[config.mk]
export PLATFORM = sky130hd
export DESIGN_NAME = q_pipe_fifo
export DESIGN_NICKNAME = d
export VERILOG_FILES = /design/src/rtl/q_pipe_fifo.sv
export SDC_FILE = /design/constraint.sdc
export NUM_CORES = 1
export LEC_CHECK = 0
export ABC_AREA = 1
export CELL_PAD_IN_SITES_DETAIL_PLACEMENT = 2
export CELL_PAD_IN_SITES_GLOBAL_PLACEMENT = 2
export CORE_MARGIN = 2
export CORE_UTILIZATION = 40
export CTS_CLUSTER_DIAMETER = 120
export DETAILED_ROUTE_END_ITERATION = 6
export DONT_BUFFER_PORTS = 1
export GPL_ROUTABILITY_DRIVEN = 1
export PLACE_DENSITY = 0.85
export SLEW_MARGIN = 30
export SYNTH_ARGS = -nofsm -noshare
export SYNTH_HDL_FRONTEND = slang
export SYNTH_SLANG_ARGS = --single-unit
[constraint.sdc]
create_clock -name clk -period 1.96 [get_ports clk]
set_input_delay 0.098 -clock clk [delete_from_list [all_inputs] [get_ports clk]]
set_output_delay 0.098 -clock clk [all_outputs]
set_load 0.01 [all_outputs]
[src/rtl/q_pipe_fifo.sv]
// Four-phase (return-to-zero) handshake pipeline with a DEPTH-entry elastic buffer.
// Define Q_PIPE_SYNC_EN to put SYNC_STAGES-deep synchronisers on r_in and a_out.
module q_pipe_fifo #(
   parameter int WIDTH       = 8,
   parameter int DEPTH       = 4,
   parameter int SYNC_STAGES = 2
) (
   input  logic                       clk,
   input  logic                       rst,
   input  logic                       r_in,
   input  logic [WIDTH-1:0]           d_in,
   output logic                       a_in,
   output logic                       r_out,
   output logic [WIDTH-1:0]           d_out,
   input  logic                       a_out,
   output logic [$clog2(DEPTH+1)-1:0] count,
   output logic                       full,
   output logic                       empty,
   output logic                       err
);

   localparam int AW = $clog2(DEPTH);
   localparam int CW = $clog2(DEPTH+1);

   typedef enum logic [0:0] {
      IN_IDLE = 1'b0,
      IN_ACK  = 1'b1
   } in_state_t;

   typedef enum logic [1:0] {
      OUT_IDLE = 2'b00,
      OUT_REQ  = 2'b01,
      OUT_RTZ  = 2'b10
   } out_state_t;

   if ((WIDTH < 1) || (WIDTH > 64) || (DEPTH < 2) || (DEPTH > 256) ||
       ((DEPTH & (DEPTH - 1)) != 0) || (SYNC_STAGES < 2) || (SYNC_STAGES > 3)) begin : g_bad_params
      $error("q_pipe_fifo: illegal parameter set");
   end

   logic             r_in_s;
   logic             a_out_s;

   in_state_t        in_state_r;
   in_state_t        in_next_s;
   out_state_t       out_state_r;
   out_state_t       out_next_s;

   logic [WIDTH-1:0] mem_r [DEPTH];
   logic [AW-1:0]    wr_ptr_r;
   logic [AW-1:0]    rd_ptr_r;
   logic [CW-1:0]    count_r;
   logic [CW-1:0]    count_nxt_s;
   logic             full_r;
   logic             empty_r;
   logic             a_in_r;
   logic             a_in_nxt_s;
   logic             r_out_r;
   logic             r_out_nxt_s;
   logic [WIDTH-1:0] d_out_r;
   logic             err_r;

   logic             push_s;
   logic             pop_s;
   logic             launch_s;
   logic             err_set_s;

`ifdef Q_PIPE_SYNC_EN
   logic [SYNC_STAGES-1:0] r_in_sync_r;
   logic [SYNC_STAGES-1:0] a_out_sync_r;

   // Synchroniser chains for the request and acknowledge coming from other domains
   always_ff @(posedge clk or negedge rst) begin
      if (!rst) begin
         r_in_sync_r  <= '0;
         a_out_sync_r <= '0;
      end else begin
         r_in_sync_r  <= {r_in_sync_r[SYNC_STAGES-2:0], r_in};
         a_out_sync_r <= {a_out_sync_r[SYNC_STAGES-2:0], a_out};
      end
   end

   assign r_in_s  = r_in_sync_r[SYNC_STAGES-1];
   assign a_out_s = a_out_sync_r[SYNC_STAGES-1];
`else
   assign r_in_s  = r_in;
   assign a_out_s = a_out;
`endif

   // Input handshake: accept one item per request, stall while the buffer is full
   always_comb begin
      in_next_s  = in_state_r;
      push_s     = 1'b0;
      a_in_nxt_s = a_in_r;
      case (in_state_r)
         IN_IDLE: begin
            if (r_in_s && !full_r) begin
               push_s     = 1'b1;
               a_in_nxt_s = 1'b1;
               in_next_s  = IN_ACK;
            end else begin
               a_in_nxt_s = 1'b0;
            end
         end
         IN_ACK: begin
            if (!r_in_s) begin
               a_in_nxt_s = 1'b0;
               in_next_s  = IN_IDLE;
            end else begin
               a_in_nxt_s = 1'b1;
            end
         end
         default: begin
            a_in_nxt_s = 1'b0;
            in_next_s  = IN_IDLE;
         end
      endcase
   end

   // Output handshake: present head item, pop on acknowledge, wait for return-to-zero
   always_comb begin
      out_next_s  = out_state_r;
      pop_s       = 1'b0;
      launch_s    = 1'b0;
      err_set_s   = 1'b0;
      r_out_nxt_s = r_out_r;
      case (out_state_r)
         OUT_IDLE: begin
            // An acknowledge with no request outstanding is a consumer protocol violation
            if (a_out_s) begin
               err_set_s = 1'b1;
            end else begin
               err_set_s = 1'b0;
            end
            if (!empty_r) begin
               launch_s    = 1'b1;
               r_out_nxt_s = 1'b1;
               out_next_s  = OUT_REQ;
            end else begin
               r_out_nxt_s = 1'b0;
            end
         end
         OUT_REQ: begin
            if (a_out_s) begin
               pop_s       = 1'b1;
               r_out_nxt_s = 1'b0;
               out_next_s  = OUT_RTZ;
            end else begin
               r_out_nxt_s = 1'b1;
            end
         end
         OUT_RTZ: begin
            r_out_nxt_s = 1'b0;
            if (!a_out_s) begin
               out_next_s = OUT_IDLE;
            end else begin
               out_next_s = OUT_RTZ;
            end
         end
         default: begin
            r_out_nxt_s = 1'b0;
            out_next_s  = OUT_IDLE;
         end
      endcase
   end

   // Occupancy update; a same-edge push and pop cancel out
   always_comb begin
      count_nxt_s = count_r;
      case ({push_s, pop_s})
         2'b10:   count_nxt_s = count_r + CW'(1);
         2'b01:   count_nxt_s = count_r - CW'(1);
         default: count_nxt_s = count_r;
      endcase
   end

   // Control state, pointers, occupancy flags and registered outputs
   always_ff @(posedge clk or negedge rst) begin
      if (!rst) begin
         in_state_r  <= IN_IDLE;
         out_state_r <= OUT_IDLE;
         wr_ptr_r    <= '0;
         rd_ptr_r    <= '0;
         count_r     <= '0;
         full_r      <= 1'b0;
         empty_r     <= 1'b1;
         a_in_r      <= 1'b0;
         r_out_r     <= 1'b0;
         d_out_r     <= '0;
         err_r       <= 1'b0;
      end else begin
         in_state_r  <= in_next_s;
         out_state_r <= out_next_s;
         a_in_r      <= a_in_nxt_s;
         r_out_r     <= r_out_nxt_s;
         count_r     <= count_nxt_s;
         full_r      <= (count_nxt_s == CW'(DEPTH));
         empty_r     <= (count_nxt_s == CW'(0));
         if (push_s) begin
            wr_ptr_r <= wr_ptr_r + AW'(1);
         end
         if (pop_s) begin
            rd_ptr_r <= rd_ptr_r + AW'(1);
         end
         if (launch_s) begin
            d_out_r <= mem_r[rd_ptr_r];
         end
         if (err_set_s) begin
            err_r <= 1'b1;
         end
      end
   end

   // Buffer storage; contents need no reset because occupancy guards every read
   always_ff @(posedge clk) begin
      if (push_s) begin
         mem_r[wr_ptr_r] <= d_in;
      end
   end

   assign a_in  = a_in_r;
   assign r_out = r_out_r;
   assign d_out = d_out_r;
   assign count = count_r;
   assign full  = full_r;
   assign empty = empty_r;
   assign err   = err_r;

endmodule

# Word-level counts from Yosys, hierarchy flattened
# Memories as Yosys holds them, arrays and structs flattened. A register that Yosys moved wholly into a read port is not among the register bits.
# Cells that the tools add are included.
# totals
ramBits	32
memories	1
in_bits	12
elab_cells	46
out_inout_bits	16
register_bits	14
# mem_list
name	words	word_bits	rd	rd_clocked_by_memory_dff	write_ports	line	text
mem_r	4	8	1	1	1	49	logic [WIDTH-1:0] mem_r [DEPTH];
# classes
addsub	4
muxes	18
n_bitwise	1
eq_ne	7
n_reduce_logical	6
# ops
op	count
1-bit two-way mux	11
2-bit two-way mux	3
2-bit case mux with 3 select lines	1
3-bit case mux with 2 select lines	1
2-bit by 1-bit adder with 2-bit output, second input constant	2
2-bit by 1-bit equality test with 1-bit output, second input constant	2
2-bit equality test, second input constant	2
2-bit != test, second input constant	2
1-bit case mux with 2 select lines	2
3-bit by 1-bit adder with 3-bit output, second input constant	1
3-bit equality test, second input constant	1
3-bit zero test	1
3-bit by 1-bit subtractor with 3-bit output, second input constant	1
1-bit zero test	2
2-bit zero test	1
2-bit AND reduction	1
1-bit logical AND	1
1-bit inverter	1

# Longest topological paths before layout
# depth
depth_word	7
depth_mapped	12
mapped_depth_nobuf	12

# Worst setup path before layout
# OpenSTA, ideal clock, no wires.
# synth_path
path_kind	register to register
startpoint	register full_r, in the netlist full
endpoint	register full_r, in the netlist full
path_slack_ns	0.169
setup_ns	0.078
path_buffers	0
arrival_ns	1.713
t_required_ns	1.882
stages_incl_launch_ff	10
synth_period_minus_slack_ns	1.791
cell_sequence	dfrtp_1 > nor2_1 > nand2_1 > ha_1 > inv_1 > fa_1 > nand2_1 > o21ai_0 > nand3_1 > a21oi_1
# synth_via
elab_chain_cells	7
elab_cells_between_ends	8
classes_between	eq/ne (3); mux (3); reduce/logical (2)
# synth_rtl
element	line	text
from (decl)	54	logic full_r;
from (signal assigned)	197	full_r <= (count_nxt_s == CW'(DEPTH));
1-bit zero test *	97	if (r_in_s && !full_r) begin
1-bit logical AND *	97	
1-bit two-way mux *	97	
1-bit two-way mux *	95	case (in_state_r)
2-bit by 1-bit equality test with 1-bit output / 2-bit equality test (equally long branches)	170	case ({push_s, pop_s})
3-bit case mux with 2 select lines *	170	
3-bit equality test *	197	
# Every way passes the cells marked *; elsewhere a longest branch is shown, timed or not.
# A chain may end at the register's enable or synchronous reset.

# Worst setup path in the final report
# layout_path
startpoint	register out_state_r[1]
endpoint	register full_r, in the netlist full
# layout_via
elab_chain_cells	5
elab_cells_between_ends	6
classes_between	eq/ne (4); mux (2)
# layout_rtl
element	line	text
from (decl)	46	out_state_t out_state_r;
from (signal assigned)	193	out_state_r <= out_next_s;
2-bit by 1-bit equality test with 1-bit output *	127	case (out_state_r)
1-bit two-way mux *	127	
2-bit by 1-bit equality test with 1-bit output / 2-bit equality test (equally long branches)	170	
3-bit case mux with 2 select lines *	170	
3-bit equality test *	197	
# Marked as above.

==> impl_metrics.json <==
{
  "outcome": "complete, no violations",
  "grtUsageTotal_pct": 18.5,
  "worstPathRequired_ps": 2210,
  "fin_util_pct": 47.8,
  "most-common-layout-cells": "67 x nand2_1, 32 x edfxtp_1, 20 x dfrtp_1",
  "drt-total-wl_mm": 5.30,
  "cts_tree": "built",
  "critical_path_arrival_ps": 2120,
  "ios": 28,
  "vias": 1478,
  "netlist_area_sq_um": 2240,
  "synthToLayoutAreaGrowth_pct": 16.6,
  "power_mw": 3.93,
  "wl_met2_mm": 2.69,
  "clock_sinks": 54,
  "cellLeakagePower_nw": 1.13,
  "peakVddDrop_v": 0.000502,
  "crit_start": "out_state_r[1]",
  "dieWidth_microns": 78.9,
  "routedWlPerCell_microns": 17.8,
  "clock_latency_ps": 320,
  "synth_seq_area_share_pct": 67.5,
  "fin_crit_sh_pct": 95.8,
  "first_pass_iters": 4,
  "die-area_sq_um": 6220,
  "wl_met1_mm": 2.34,
  "r2r_start": "out_state_r[1]",
  "finalWeightedCongestion": 0.712,
  "die_h_microns": 78.9,
  "avgSynthCellArea_sq_um": 11.2,
  "cts_root_buf": "clkbuf_8",
  "port-buffer-count": 0,
  "final_area_sq_um": 2610,
  "post_dp_cell_area_sq_um": 2350,
  "antenna_found_initial": 0,
  "route.met3.wl_microns": 190,
  "viasPerCell": 4.96,
  "layout.nets": 243,
  "finalCriticalPeriod_ps": 1880,
  "rr_endpoint": "full",
  "cts_made_buffers": 5,
  "dp_hpwl_mm": 3.65,
  "antenna_left": 0,
  "grt_pass1_wl_mm": 8.56,
  "initial_core_util_pct": 41.0,
  "clk_path_buf_depth": 2,
  "slew_violations": 0,
  "end_kind": "register",
  "htreeDepth": 2,
  "drtIter0Drc": 53,
  "max_slew_margin_pct": 62.0,
  "fmax_ghz": 0.533,
  "worstSetupPathType": "reg2reg",
  "clk_pin_slew_worst_paths_ps": 90,
  "hp-class": "in2reg",
  "dr.max_layer_used": "met4",
  "grt_start_max_net_pins": 23,
  "rows": 27,
  "holdPathEnd": "rd_ptr_r[0]",
  "hold_viol_final": 0,
  "ys_types": 22,
  "r2r_setup_slack_ps": 80,
  "worstMarginPinSlew_ps": 570,
  "min_path_cells": 3,
  "drc": 0,
  "syn_inst": 201,
  "drv_cap": 0,
  "cp_max_fo": 2,
  "ys_ff_latch": 54,
  "mostFrequentLayoutCell": "nand2_1",
  "grt_pass1_vias": 1625,
  "rr_worst_depth": 10,
  "min-delay-start": "a_out",
  "start_kind": "register",
  "core_area_sq_um": 5470,
  "layout-drive-gt1-share_pct": 15.0,
  "syn_nets": 219,
  "fin_skew_ps": 9.55,
  "ys_warn_count": 0,
  "power_density_nw_per_um2": 1500,
  "overflow": 0,
  "antenna_cells": 0,
  "setup_viol_count_final": 0
}
## state kept, by name (all words and copies together) (netlist names), 2 cells and up
register / count
count: 3
rd_ptr_r: 2
mem_r: 32
out_state_r: 2
wr_ptr_r: 2
d_out: 8
## repair_timing
item / CTS / global route
buffers inserted: 1 / 1
gates cloned: 0 / 0
gates resized for setup: 3 / 10
setup endpoints to repair: 2 / 3
hold buffers: 11 / 1
pin swaps: 2 / 1
hold endpoints to repair: 59 / 21
## layer usage
layer | GRT usage (%) | vias to the layer above
met5 | 0 | -
met1 | 23.0 | 748
met2 | 31.6 | 27
met4 | 6.72 | 0
li1 | - | 695
met3 | 4.32 | 8
## power by group
group / internal [mW] / switching, mW
clock network: 0.378 / 0.364
logic: 0.470 / 0.875
registers: 1.51 / 0.330
## Yosys cell counts, drive strengths merged
cell | count | share of area, %
o21ai | 17 | 3.8
edfxtp | 32 | 43
fa | 1 | 0.89
dfrtp | 21 | 23
nand3 | 4 | 0.89
nand4 | 1 | 0.28
buf | 4 | 1.7
ha | 5 | 2.8
xor2 | 3 | 1.2
inv | 21 | 4.1
a21oi | 4 | 0.89
nand2 | 68 | 11
or2 | 1 | 0.39
nor2 | 17 | 3.9
o21bai | 1 | 0.33
dfstp | 1 | 1.2
## critical path, cell delays in order (launching register included)
cell	delay, ps
dfrtp_1	400
inv_1	90
nand3_2	80
inv_2	70
ha_2	180
inv_2	50
fa_2	530
nand2_1	80
o21ai_2	90
nand3_2	120
a21oi_2	110
## metrics by stage
stage	worst slack [ps]	setup TNS [ps]	std cells	hold WS, ps
floorplan	169	0	201	-198
global placement	180	0	276	-197
detailed placement	-16.3	-16.3	276	-197
CTS	4.05	0	296	110
global route	-34.3	-68.2	298	79.9
finish	82.3	0	298	77.0
## kinds of logic (layout without fill, tap and decap cells)
family | after synthesis | count (layout) | synth area share (%)
fa+ha+maj | 6 | 6 | 3.68
xor+xnor | 3 | 3 | 1.17
flops | 54 | 54 | 67.5
simple gates | 91 | 91 | 16.9
compound gates | 22 | 22 | 5.02
buf+inv | 25 | 50 | 5.80
## worst max-delay path by stage
stage | endpoint | slack, ps | depth (start not counted)
after floorplan | full | 170 | 9
after global placement | full | 180 | 10
after detailed placement | empty | -20 | 10
after CTS | empty | 4 | 11
after global routing | empty | -30 | 10
final | full | 80 | 10
## final cells by class
class	count	area [sq um]
fillers	547	2860
inverters	21	91.3
clock buffers	6	72.6
well taps	72	90.1
flip-flops and latches	54	1510
clock inverters	2	33.8
repair buffers	21	183
multi-input cells	122	629
(Power assumes the default switching activity.)
